### src/rtl/count_enable_gen.sv
// Programmable enable-pulse generator feeding the downstream 4-bit counter.
// It divides clk by a latched divisor and emits single-cycle enable pulses,
// either free-running or as a burst of burst_len pulses. It also offers a
// manual single-step pulse and reports busy/done status.
//
// Optional feature macro: BURST_RELOAD_EN
//   When it is defined, a completed burst pulses done and immediately starts
//   another burst of the same length with no gap in pulse spacing. Only stop
//   or reset leave BURST. When it is undefined, a burst runs once and
//   returns to IDLE.
module count_enable_gen #(
    parameter int unsigned DIV_W   = 16,
    parameter int unsigned BURST_W = 4
) (
    input  logic               clk,
    input  logic               reset,
    input  logic               start,
    input  logic               stop,
    input  logic               mode,
    input  logic [DIV_W-1:0]   div,
    input  logic [BURST_W-1:0] burst_len,
    input  logic               step,
    output logic               enable,
    output logic               busy,
    output logic               done
);

    typedef enum logic [1:0] {
        IDLE  = 2'd0,
        RUN   = 2'd1,
        BURST = 2'd2
    } state_t;

    state_t               state_q;
    state_t               state_d;
    logic [DIV_W-1:0]     presc_q;
    logic [DIV_W-1:0]     presc_d;
    logic [BURST_W-1:0]   bcnt_q;
    logic [BURST_W-1:0]   bcnt_d;
    logic [DIV_W-1:0]     div_q;
    logic [DIV_W-1:0]     div_d;
    logic [BURST_W-1:0]   len_q;
    logic [BURST_W-1:0]   len_d;
    logic                 mode_q;
    logic                 mode_d;
    logic                 enable_d;
    logic                 busy_d;
    logic                 done_d;

    logic                 pulse_c;
    logic [DIV_W-1:0]     presc_adv_c;
    logic                 burst_last_c;

    // Prescaler terminal count and its wrap-around successor value.
    assign pulse_c     = (presc_q == div_q);
    assign presc_adv_c = pulse_c ? '0 : (presc_q + DIV_W'(1));

    // The final pulse of a burst is on enable right now; the latched mode
    // qualifies burst accounting so free-run never reports completion.
    assign burst_last_c = mode_q && enable && (bcnt_q == len_q);

    // State, prescaler, burst counter, latched configuration and outputs.
    always_ff @(posedge clk) begin
        if (!reset) begin
            state_q <= IDLE;
            presc_q <= '0;
            bcnt_q  <= '0;
            div_q   <= '0;
            len_q   <= '0;
            mode_q  <= 1'b0;
            enable  <= 1'b0;
            busy    <= 1'b0;
            done    <= 1'b0;
        end else begin
            state_q <= state_d;
            presc_q <= presc_d;
            bcnt_q  <= bcnt_d;
            div_q   <= div_d;
            len_q   <= len_d;
            mode_q  <= mode_d;
            enable  <= enable_d;
            busy    <= busy_d;
            done    <= done_d;
        end
    end

    // Next-state, counter and registered-output decode.
    always_comb begin
        state_d  = state_q;
        presc_d  = presc_q;
        bcnt_d   = bcnt_q;
        div_d    = div_q;
        len_d    = len_q;
        mode_d   = mode_q;
        enable_d = 1'b0;
        done_d   = 1'b0;
        busy_d   = 1'b0;

        case (state_q)
            IDLE: begin
                if (stop) begin
                    // Abort request wins over start and step.
                    state_d = IDLE;
                end else if (start) begin
                    div_d   = div;
                    len_d   = burst_len;
                    mode_d  = mode;
                    presc_d = '0;
                    bcnt_d  = '0;
                    if (!mode) begin
                        state_d = RUN;
                    end else if (burst_len == '0) begin
                        // Empty burst completes at once without pulsing.
                        done_d = 1'b1;
                    end else begin
                        state_d = BURST;
                    end
                end else if (step) begin
                    enable_d = 1'b1;
                end
            end

            RUN: begin
                if (stop) begin
                    state_d = IDLE;
                    presc_d = '0;
                end else begin
                    presc_d  = presc_adv_c;
                    enable_d = pulse_c;
                end
            end

            BURST: begin
                if (stop) begin
                    state_d = IDLE;
                    presc_d = '0;
                    bcnt_d  = '0;
                end
`ifdef BURST_RELOAD_EN
                else begin
                    // Completion restarts the count; the prescaler keeps
                    // running so spacing across bursts stays div+1.
                    done_d   = burst_last_c;
                    presc_d  = presc_adv_c;
                    enable_d = pulse_c;
                    bcnt_d   = (burst_last_c ? '0 : bcnt_q)
                             + (pulse_c ? BURST_W'(1) : BURST_W'(0));
                end
`else
                else if (burst_last_c) begin
                    state_d = IDLE;
                    done_d  = 1'b1;
                    presc_d = '0;
                    bcnt_d  = '0;
                end else begin
                    presc_d  = presc_adv_c;
                    enable_d = pulse_c;
                    if (pulse_c) begin
                        bcnt_d = bcnt_q + BURST_W'(1);
                    end
                end
`endif
            end

            default: begin
                state_d = IDLE;
                presc_d = '0;
                bcnt_d  = '0;
            end
        endcase

        busy_d = (state_d != IDLE);
    end

endmodule

### config.mk
export PLATFORM = sky130hd
export DESIGN_NAME = count_enable_gen
export DESIGN_NICKNAME = d
export VERILOG_FILES = /design/src/rtl/count_enable_gen.sv
export SDC_FILE = /design/constraint.sdc
export NUM_CORES = 1
export LEC_CHECK = 0
export BUFFER_PORTS_ARGS = -buffer_cell sky130_fd_sc_hd__clkbuf_2
export CORE_MARGIN = 3
export CORE_UTILIZATION = 50
export CTS_BUF_LIST = sky130_fd_sc_hd__clkbuf_4 sky130_fd_sc_hd__clkbuf_8
export DETAILED_ROUTE_END_ITERATION = 16
export HOLD_SLACK_MARGIN = 0.06
export PLACE_DENSITY = 0.76
export SYNTH_ARGS = -nofsm -noshare
export SYNTH_HDL_FRONTEND = slang
export SYNTH_SLANG_ARGS = --single-unit
### constraint.sdc
create_clock -name clk -period 1.8 [get_ports clk]
set_input_delay 0.09 -clock clk [delete_from_list [all_inputs] [get_ports clk]]
set_output_delay 0.09 -clock clk [all_outputs]
set_load 0.005 [all_outputs]
==> impl_summary.md <==
Drt
The pre-antenna-repair detailed-routing pass consisted of 5 iterations. The number of vias in the routed layout is 2,784. The post-detailed-route via-to-cell ratio is 6.013.

In this run the remaining antenna-violating nets after routing total 0. For this block, the routed nets add up to 7.976 mm of wire. In this run, the number of DRC markers left after iteration 0 of detailed routing was 266.

After detailed routing, the number of remaining DRC violations is 0. The wire length per cell after detailed routing is 17.23 µm.

Placed design
OpenSTA, run right after detailed placement, puts the worst setup slack at -0.04671 ns. Routability-driven placement finished with a final weighted congestion of 0.8569. The number of placed cells counting well taps is 429.

Detailed placement finished with a half-perimeter wire length of 4.473 mm. The count of buffers added on input and output ports is 28.

Worst hold path
The worst hold path was traced through 3 stages. The end point of the worst hold path is div_q[0]$_SDFFE_PN0P_. The startpoint of the lowest-slack hold path is div[0]. The tightest min-delay check is of the in2reg type.

Yosys
The post-synthesis share of cell area spent on and, or, nand and nor gates is 27.61%. The count of cell types in the netlist is 45. The synthesized area per cell is 7.813 µm².

In the synthesized netlist, mux cells make up 0% of the area. After synthesis the netlist holds a flip-flop and latch count of 46. The cell area that synthesis handed to floorplanning was 0.002461 mm². The synthesized-area fraction occupied by xor and xnor cells is 7.117%. The share of the Yosys chip area taken by registers is 37.42%.

The number of cells produced by synthesis is 315. The number of nets in the synthesized netlist is 347. The area share of fa/ha/maj cells after synthesis is 3.050%.

For this run, the number of Yosys warnings is 0. For this run, the leading register cell type out of synthesis is dfxtp_1. For this run, asynchronously set or reset flops after synthesis account for 0%.

The number of enable flip-flop cells after synthesis is 0. The largest family of logic cells by synthesized area is simple AND/OR/NAND/NOR gates. The synthesized netlist devotes 18.96% of its cell area to compound gates.

Cells and area
The area added between synthesis and finish is 39.96%. Leaving out fill and tap cells, the most frequent cells in the layout are nand2_1, buf_4, dfxtp_1. The most frequent standard cell in the layout excluding fill and tap cells is nand2_1.

Leaving out filler cells and counting taps, the final layout contains 463. The fraction of layout cells with a size suffix above 1 is 30.40%. The number of nets in the layout is 429. The final antenna diode count is 0.

Global routing
The largest net degree at the start of global routing is 27. The via count of the first global-routing pass is 2,513. The global-route usage over all layers is 24.33%.

The first-pass GRT wire length is 11.56 mm. The number of antenna violations at the first check in global routing is 0. The residual overflow from global routing is 0.

Worst setup path
The reg-to-reg endpoint is bcnt_q[2]$_SDFFE_PN0P_. For this run, the slowest stage of the critical path takes 0.36 ns. At the worst endpoint, the arrival time is 2.07 ns. The launch point of the worst reg-to-reg path is bcnt_q[3]$_SDFFE_PN0P_.

For the worst setup path, the data required time is 2.00 ns. The critical path is of the reg2reg type. The internal reg-to-reg setup slack is -0.07 ns. The kind of cell adding the most delay to the critical path is simple AND/OR/NAND/NOR gates. The depth of the worst register-to-register path is 6. The number of buffers and inverters on the critical path is 1. The kind of start point of the critical path is a register. The nature of the critical path endpoint is a register.

On the critical path, the stage with the largest delay is an instance of dfxtp_1. The signal on the critical path passes through xor2_1 > nor3_1 > buf_4 > a21oi_1 > and4b_1 > a211o_1. Along the worst path, the maximum fanout reaches 7.

Clock network
Clock-pin slew was measured on the worst setup and hold paths at 0.10 ns. The latest clock arrival within the worst-skew pair is 0.30 ns. The number of sinks handled by clock tree synthesis is 46. CTS placed an instance of clkbuf_8 at the clock tree root. The H-tree was split into 2 levels.

The number of clock buffers added by TritonCTS is 5. The maximum clock path buffer count is 2. TritonCTS built the clock tree.

Floorplanning
Measured along the y axis, the die boundary spans 76.16 µm. Once the floorplan was initialized, standard cells occupied 53.92% of the core. The die covers 0.005800 mm². The region available for standard cell placement spans 0.004564 mm². 29 I/O pins were placed. The initialized floorplan defines 24 standard-cell rows.

The floorplan die width is 76.16 µm.

Timing
Headroom to the max-slew limit came out at 61.67%. The minimum clock period after layout is 1.871 ns. In the post-route analysis, the smallest setup slack over all paths is -0.07058 ns. The transition time of the tightest slew-check pin is 0.5750 ns. Dividing the final minimum period by the clock period gives 103.9%. For the final database, setup skew stands at 0.007543 ns. The highest attainable clock frequency is 0.5346 GHz. Setup repair after global routing could not meet its margin everywhere. The total count of hold-check failures in the final report is 0. Setup violations remaining at the end of the flow were counted as 6.

Summed over all failing endpoints, the final setup total negative slack is -0.2113 ns. The max-slew violation count is 0.

Status
The final reports fail on setup timing. The run finished, with violations left.

Pwr
The maximum vdd ir drop is 0.6534 mV. The leakage power is 1.389 nW. The cell area power density is 619.5 mW/mm².

Job
Across the run, the number of max-cap violations was 0.
metrics by stage:
step / power (mW) / util (%) / hold slack, ns / area (µm²)
2_1_floorplan: 1.255 / - / 0.2260 / 2469
6_report: 2.134 / 75.47 / 0.06170 / 3445
3_3_place_gp: 1.369 / 63.90 / 0.3143 / 2917
4_1_cts: 2.038 / 70.64 / 0.06049 / 3224
5_1_grt: 2.205 / 75.47 / 0.06204 / 3445
3_5_place_dp: 1.375 / 63.90 / 0.3183 / 2917
state kept, by name, summed over array words and instances (netlist names):
name	cells
presc_q	16
busy	1
done	1
state_q	2
mode_q	1
div_q	16
bcnt_q	4
len_q	4
enable	1
synth_stat cells, types with 2 or more instances:
| cell type | number | area [µm²] |
|---|---|---|
| and3_1 | 2 | 12.51 |
| a21oi_1 | 25 | 125.1 |
| xor2_1 | 20 | 175.2 |
| dfxtp_1 | 46 | 920.9 |
| nand4b_1 | 3 | 26.28 |
| nor4_1 | 6 | 37.54 |
| buf_1 | 3 | 11.26 |
| a41oi_1 | 11 | 96.34 |
| nand2_1 | 64 | 240.2 |
| or4_4 | 2 | 22.52 |
| nand4_1 | 10 | 62.56 |
| ha_1 | 6 | 75.07 |
| inv_1 | 21 | 78.83 |
| or3_1 | 4 | 25.02 |
| nand3_1 | 10 | 50.05 |
| or2_2 | 4 | 25.02 |
| nor3_1 | 6 | 30.03 |
| or4_1 | 2 | 15.01 |
| nand2b_1 | 6 | 37.54 |
| o22ai_1 | 10 | 62.56 |
| nor2_1 | 11 | 41.29 |
| a31oi_1 | 2 | 12.51 |
| clkbuf_1 | 12 | 45.04 |
| o22a_1 | 2 | 17.52 |
| a2111oi_0 | 2 | 17.52 |
| o21ai_0 | 6 | 30.03 |
where the power goes:
part	internal (mW)	switching, mW	total, mW	leakage [nW]
combinational	0.187	0.227	0.414	0.966
clock	0.274	0.387	0.661	0.0441
sequential	1.04	0.0210	1.06	0.379
total	1.50	0.635	2.13	1.39
cell type report:
| type | count | area (µm²) |
|---|---|---|
| Multi-Input combinational cell | 231 | 1556 |
| Fill cell | 287 | 1120 |
| Sequential cell | 46 | 942.2 |
| Timing Repair Buffer | 91 | 691.9 |
| Inverter | 22 | 82.58 |
| Tap cell | 65 | 81.33 |
| Clock buffer | 5 | 68.82 |
| Clock inverter | 3 | 21.27 |
per-layer routing:
| layer | global-route usage [%] | wire (µm) |
|---|---|---|
| met1 | 30.43 | 3339 |
| met2 | 40.87 | 3925 |
| met3 | 5.910 | 523 |
| met4 | 8.514 | 187 |
| met5 | 0 | 0 |
worst max path at each step:
stage,startpoint,end,cells past startpoint
2_1_floorplan,presc_q[0]$_SDFFE_PN0P_,presc_q[10]$_SDFFE_PN0P_,6
3_3_place_gp,presc_q[1]$_SDFFE_PN0P_,presc_q[13]$_SDFFE_PN0P_,5
3_5_place_dp,presc_q[1]$_SDFFE_PN0P_,presc_q[10]$_SDFFE_PN0P_,6
4_1_cts,presc_q[1]$_SDFFE_PN0P_,presc_q[10]$_SDFFE_PN0P_,6
5_1_grt,bcnt_q[3]$_SDFFE_PN0P_,bcnt_q[0]$_SDFFE_PN0P_,6
6_report,bcnt_q[3]$_SDFFE_PN0P_,bcnt_q[2]$_SDFFE_PN0P_,6
worst min-delay path: cells and delay by family:
family | cells | cell delay, ns
compound gates | 1 | 0.07
buf+inv | 1 | 0.08
simple gates | 1 | 0.06
cells by family after synthesis:
group                    count (synthesis)
AO/OA/AOI/OAI                           69
XOR/XNOR                                20
adder cells (fa/ha/maj)                  6
buffers and inverters                   38
flip-flops                              46
AND/OR/NAND/NOR                        136
repair_timing:
action | in CTS | in global routing
endpoints found under the setup margin | 6 | 22
hold buffers | 19 | 0
pin swaps | 0 | 19
buffers inserted | 0 | 6
endpoints found under the hold margin | 19 | 0
cloned | 0 | 1
resized for setup | 7 | 38
No activity file was read; power rests on OpenSTA's default activity.
